`src/rtl/pipo_rr_scheduler.sv`:
```
// Round-robin owner of a shared PIPO register: holds load high for a fixed window per grant.
// Define PIPO_SCHED_EARLY_RELEASE_EN to end a grant as soon as the grantee drops req.
module pipo_rr_scheduler #(
   parameter int WIDTH       = 4,
   parameter int NREQ        = 4,
   parameter int HOLD_CYCLES = 3,
   localparam int OWNER_W    = $clog2(NREQ)
) (
   input  logic                    clk,
   input  logic                    rst,
   input  logic [NREQ-1:0]         req,
   input  logic [NREQ*WIDTH-1:0]   data,
   output logic [NREQ-1:0]         gnt,
   output logic [OWNER_W-1:0]      owner,
   output logic                    busy,
   output logic                    reg_load,
   output logic [WIDTH-1:0]        reg_in,
   output logic                    done
);

   localparam int CNT_W = 4;

   typedef enum logic {
      S_IDLE,
      S_HOLD
   } state_t;

   state_t             state_q, state_d;
   logic [CNT_W-1:0]   cnt_q, cnt_d;
   logic [OWNER_W-1:0] last_q, last_d;
   logic [OWNER_W-1:0] owner_q, owner_d;
   logic [NREQ-1:0]    gnt_q, gnt_d;
   logic [WIDTH-1:0]   reg_in_q, reg_in_d;

   logic               hi_found, lo_found;
   logic [OWNER_W-1:0] hi_idx, lo_idx, win_idx;
   logic [WIDTH-1:0]   win_data;
   logic               done_w;

   // Lowest requester above the pointer wins, else lowest overall (wrap).
   always_comb begin
      hi_found = 1'b0;
      lo_found = 1'b0;
      hi_idx   = '0;
      lo_idx   = '0;
      for (int i = NREQ - 1; i >= 0; i--) begin
         if (req[OWNER_W'(i)] && (OWNER_W'(i) > last_q)) begin
            hi_found = 1'b1;
            hi_idx   = OWNER_W'(i);
         end
         if (req[OWNER_W'(i)]) begin
            lo_found = 1'b1;
            lo_idx   = OWNER_W'(i);
         end
      end
      win_idx  = hi_found ? hi_idx : lo_idx;
      win_data = '0;
      for (int i = 0; i < NREQ; i++) begin
         if (win_idx == OWNER_W'(i)) begin
            win_data = data[i*WIDTH +: WIDTH];
         end
      end
   end

   always_comb begin
      done_w = 1'b0;
      if (state_q == S_HOLD) begin
`ifdef PIPO_SCHED_EARLY_RELEASE_EN
         done_w = (cnt_q == '0) || !req[owner_q];
`else
         done_w = (cnt_q == '0);
`endif
      end
   end

   always_comb begin
      state_d  = state_q;
      cnt_d    = cnt_q;
      last_d   = last_q;
      owner_d  = owner_q;
      gnt_d    = gnt_q;
      reg_in_d = reg_in_q;
      unique case (state_q)
         S_IDLE: begin
            if (lo_found) begin
               state_d         = S_HOLD;
               cnt_d           = CNT_W'(HOLD_CYCLES - 1);
               last_d          = win_idx;
               owner_d         = win_idx;
               gnt_d           = '0;
               gnt_d[win_idx]  = 1'b1;
               reg_in_d        = win_data;
            end
         end
         S_HOLD: begin
            if (done_w) begin
               state_d  = S_IDLE;
               cnt_d    = '0;
               owner_d  = '0;
               gnt_d    = '0;
               reg_in_d = '0;
            end else begin
               cnt_d = cnt_q - 1'b1;
            end
         end
         default: state_d = S_IDLE;
      endcase
   end

   always_ff @(posedge clk) begin
      if (rst) begin
         state_q  <= S_IDLE;
         cnt_q    <= '0;
         last_q   <= OWNER_W'(NREQ - 1);
         owner_q  <= '0;
         gnt_q    <= '0;
         reg_in_q <= '0;
      end else begin
         state_q  <= state_d;
         cnt_q    <= cnt_d;
         last_q   <= last_d;
         owner_q  <= owner_d;
         gnt_q    <= gnt_d;
         reg_in_q <= reg_in_d;
      end
   end

   assign gnt      = gnt_q;
   assign owner    = owner_q;
   assign busy     = (state_q == S_HOLD);
   assign reg_load = (state_q == S_HOLD);
   assign reg_in   = reg_in_q;
   assign done     = done_w;

endmodule

```
`config.mk`:
```
export PLATFORM = sky130hd
export DESIGN_NAME = pipo_rr_scheduler
export DESIGN_NICKNAME = d
export VERILOG_FILES = /design/src/rtl/pipo_rr_scheduler.sv
export SDC_FILE = /design/constraint.sdc
export NUM_CORES = 1
export LEC_CHECK = 0
export ABC_AREA = 1
export ABC_CLOCK_PERIOD_IN_PS = 1120
export CAP_MARGIN = 20
export CELL_PAD_IN_SITES_DETAIL_PLACEMENT = 0
export CELL_PAD_IN_SITES_GLOBAL_PLACEMENT = 1
export CORE_ASPECT_RATIO = 0.8
export CORE_MARGIN = 2
export CORE_UTILIZATION = 23
export DETAILED_ROUTE_END_ITERATION = 12
export GPL_ROUTABILITY_DRIVEN = 0
export GPL_TIMING_DRIVEN = 0
export PLACE_DENSITY = 0.76
export SLEW_MARGIN = 20
export SYNTH_ARGS = -nofsm -noshare
export SYNTH_HDL_FRONTEND = slang
export SYNTH_SLANG_ARGS = --single-unit
```
`constraint.sdc`:
```
create_clock -name clk -period 1.12 [get_ports clk]
set_clock_uncertainty 0.1 [all_clocks]
set_input_delay 0.224 -clock clk [delete_from_list [all_inputs] [get_ports clk]]
set_output_delay 0.224 -clock clk [all_outputs]
set_load 0.01 [all_outputs]
```
[Word level (Yosys, flattened, before mapping)]
Cells that the tools add are included.
Operators by class
  magnitude comparators: 4
  equality and inequality tests: 5
  reductions and logical operators: 7
  bitwise gates (word level): 1
  add/sub/neg operators: 1
  mux-type cells: 30
Operators with widths (count)
  $mux 4: 9
  $pmux 4 s2: 3
  $mux 2: 6
  $mux 1: 9
  $eq 2x2->1 const B: 2
  $gt 1x2->1 const A: 2
  $logic_not 4->1: 1
  $ne 2x2->1 const B: 2
  $pmux 2 s2: 1
  $reduce_and 2->1: 2
  $sub 4x1->4 const B: 1
  $logic_and 1x1->1: 3
  $lt 2x3->1 const B: 1
  $demux 1 s2: 1
  $eq 2x1->1 const B: 1
  $ge 2x1->1 const B: 1
  $logic_not 2->1: 1
  $pmux 1 s2: 1
  $not 1->1: 1
Word-level totals
  logic and storage cells: 54
  input port bits: 22
  output and inout port bits: 13
  register bits after elaboration: 17

[Logic depth before layout (Yosys ltp)]
Gate-level depths: netlist (run 1).
  word-level depth: 12
  gate-level depth with buffers: 7

[Least setup slack after synthesis (run 1)]
No wires, ideal clock.
  kind: register to output
  from: register state_q, in the netlist busy
  to: output done
  buffers on the path: 2
  path slack: -74 ps
  data arrival time: 870 ps
  stages on the path, launching flop included: 5
  data required time: 796 ps
  path through: dfxtp_1 -> buf_6 -> inv_4 -> buf_8 -> nor2_1
On the way
  longest elaborated chain between the ends: 1
Ends and longest elaborated chain
  from (decl): line 28  | state_t state_q, state_d;
  from (signal assigned): line 119  | state_q <= state_d;
  $mux 1: line 67  | if (state_q == S_HOLD) begin
  to (decl): line 18  | output logic done
No other way between the ends.

[Worst setup path in the final report (run 1)]
  from: register cnt_q[0]
  to: output done
On the way
  longest elaborated chain between the ends: 2
Ends and longest elaborated chain
  from (decl): line 29  | logic [CNT_W-1:0] cnt_q, cnt_d;
  from (signal assigned): line 120  | cnt_q <= cnt_d;
  $logic_not 4->1: line 71  | done_w = (cnt_q == '0);
  $mux 1: line 67
No other way between the ends.

==> results.ini, run 1 <==
[floorplanning]
core_um2 = 2520
initial_utilization_pct = 24.9
ioPinCount = 35
placementRows = 16
die_h_um = 50.7
die-area_um2 = 3160
chipWidth_um = 62.4

[timing]
grt_setup_unrepaired = yes
slew_violations = 0
finalSetupViolCount = 14
period_needed_ps = 1380
whs_ps = 352
fmax_mhz = 726
period_share_pct = 123
finalHoldViolCount = 0
setup_slack_ps = -257

[yosys]
synth_mux_area_share_pct = 0
synth_xor_xnor_area_share_pct = 2.79
synth_commonest_cells = 13 x dfxtp_1, 13 x nand3_1, 12 x nand2_1
synth-simple-area-share_pct = 30.5
synth_flop_cell = dfxtp_1
avgSynthCellArea_um2 = 7.93
synth_compound_area_share_pct = 3.99
synth_top_area_share_pct = 41.5
synth-seq-area-share_pct = 41.5
synth_edf_count = 0
synth_cell_type_count = 20
synth_top_cell_by_area = dfxtp_1
yosys_warnings = 0
syn-cell-area_um2 = 627
ys_seq_elements = 13
synthCells = 79
synth_fa_ha_area_share_pct = 3.99
synthArstFlopShare_pct = 0
synth_top_family_by_area = simple AND/OR/NAND/NOR gates
synth_area_leaders = dfxtp_1 42%, nand3_1 10%, nand2_1 7.2%

[final_layout]
fin_util_pct = 39.9
layout-drive-gt1-share_pct = 52.3
area_growth_syn_to_layout_pct = 60.5
fin_nets = 136
final_cell_count_no_fill = 147
antennaDiodeCount = 0

[hold_path]
hp-start = last_q[1]
hp-class = reg -> reg
worst_hold_path.endpoint = last_q[1]
min_delay_path_depth = 2

[critical_path]
critPathMaxStageDelay_ps = 330
start_kind = flop
startpoint = cnt_q[0]
reg2reg_depth = 8
required_ps = 800
crit_path_max_fanout = 2
path_cells = inv_2 -> ha_4 -> nand2_4 -> nor2_2 -> buf_2
worstSetupPathType = reg -> out
r2r-start = cnt_q[0]
path_buf_inv = 2
reg2reg_to = owner[0]
worst_path_max_delay_cell = dfxtp_2
ff2ff_setup_slack_ps = -80
end_kind = output port
cp_top_family = flip-flops
cp_data_arrival_time_ps = 1050

[place]
post-place-ws_ps = -490
dp_hpwl_um = 1090
dp_cells = 138
io_buffers = 21

[clock_network]
cts_inserted_buffers = 3
clockBufferDepth = 2
cts.sinks = 13
cts_root_buf = clkbuf_4
h-tree-depth = 1
clkTransAtPathRegs_ps = 90
tritoncts = yes
clk_latency_ps = 280

[drt]
antenna_left = 0
firstDrtPassIters = 4
first_iter_violations = 17
drc = 0
wl_per_cell_um = 10.6
vias_per_cell = 4.22
num_vias = 621
wl_um = 1550

[global_routing]
antenna_found_initial = 0
grt_max_degree = 13
grt_use_total_pct = 11.4
grt_pass1_wl_um = 2760
overflow = 0
grt_pass1_vias = 643

[power_and_ir_drop]
power.total_uw = 1360
ir_worst_vdd_uv = 432
power.leakage_uw = 0.000486
powerDensity_nw_per_um2 = 1350

[outcome]
failed_checks = negative setup slack
status = complete, but fails checks

[flow_run]
cap_violations = 0

worst max-delay path by stage:
stage	to	depth (start not counted)	slack, ps
floorplan	cnt_q[3]	7	1
global placement	done	5	-480
detailed placement	done	5	-490
CTS	done	5	-290
global route	done	5	-320
finish	done	5	-260
metrics by stage:
step / TNS [ps] / instance area [um^2]
floorplan: 0 / 638
global placement: -3560 / 893
detailed placement: -3550 / 893
CTS: -2780 / 1010
global route: -2070 / 1010
finish: -934 / 1010
state kept, by name (all words and copies together), names as in the netlist:
name    count
cnt_q       4
reg_in      4
last_q      2
busy        1
gnt         1
owner       1
power by group:
group,switching (uW),internal (uW),total (uW)
Combinational,244,255,499
Sequential,38.3,520,558
Clock,163,138,301
tightest hold or removal path, stage by stage, from the launching register on:
cell,delay [ps]
dfxtp_1,320
nand2_1,50
nand2_1,40
cells by family after synthesis:
logic type | count (synthesis)
other | 1
xor gates and xnor gates | 2
and+or+nand+nor | 39
AOI/OAI and AO/OA | 5
buffers and inverters | 17
adders and majority gates | 2
DFF | 13
metal layers:
layer	track usage, %	wire (um)	vias up
met5	0	0	-
met4	5.93	27	0
met3	3.81	111	4
met2	18.5	695	27
met1	13.5	718	279
li1	-	-	311
cell usage in the layout, fill, tap and decap left out, types with 4 or more instances in the layout:
cell type        synthesis  layout
a21oi_1                  4       4
buf_2                    0       6
buf_4                    5       9
buf_6                    1       7
clkdlybuf4s50_1          0      11
dfxtp_1                 13       4
dfxtp_2                  0       9
inv_1                    7       5
inv_2                    2       4
nand2_1                 12       9
nand2_2                  2       5
nand3_1                 13       5
nand3_2                  0       8
nand4_1                  4       4
area by class of cell:
class                           instances  area, um^2
Fill cell                             285        1520
Sequential cell                        13         272
Tap cell                               36        45.0
Inverter                               10        40.0
Clock buffer                            4        26.3
Timing Repair Buffer                   28         241
Multi-Input combinational cell         51         337
Buffer                                  5        45.0
repair_timing:
action / 4_1_cts / 5_1_grt
pin swaps: 8 / 3
buffers inserted: 7 / 2
hold buffers: 0 / 0
resized for setup: 71 / 3
endpoints found under the setup margin: 20 / 17
Power figures use the tool's default switching activity.
==> inputs of run 2 (changes only) <==
--- a/config.mk
+++ b/config.mk
@@ -14,7 +14,6 @@
 export CORE_MARGIN = 2
 export CORE_UTILIZATION = 23
 export DETAILED_ROUTE_END_ITERATION = 12
-export GPL_ROUTABILITY_DRIVEN = 0
 export GPL_TIMING_DRIVEN = 0
 export PLACE_DENSITY = 0.76
 export SLEW_MARGIN = 20
==> results of run 2 <==
Same layout as run 1: the final DEF is identical, and so are final timing and power.
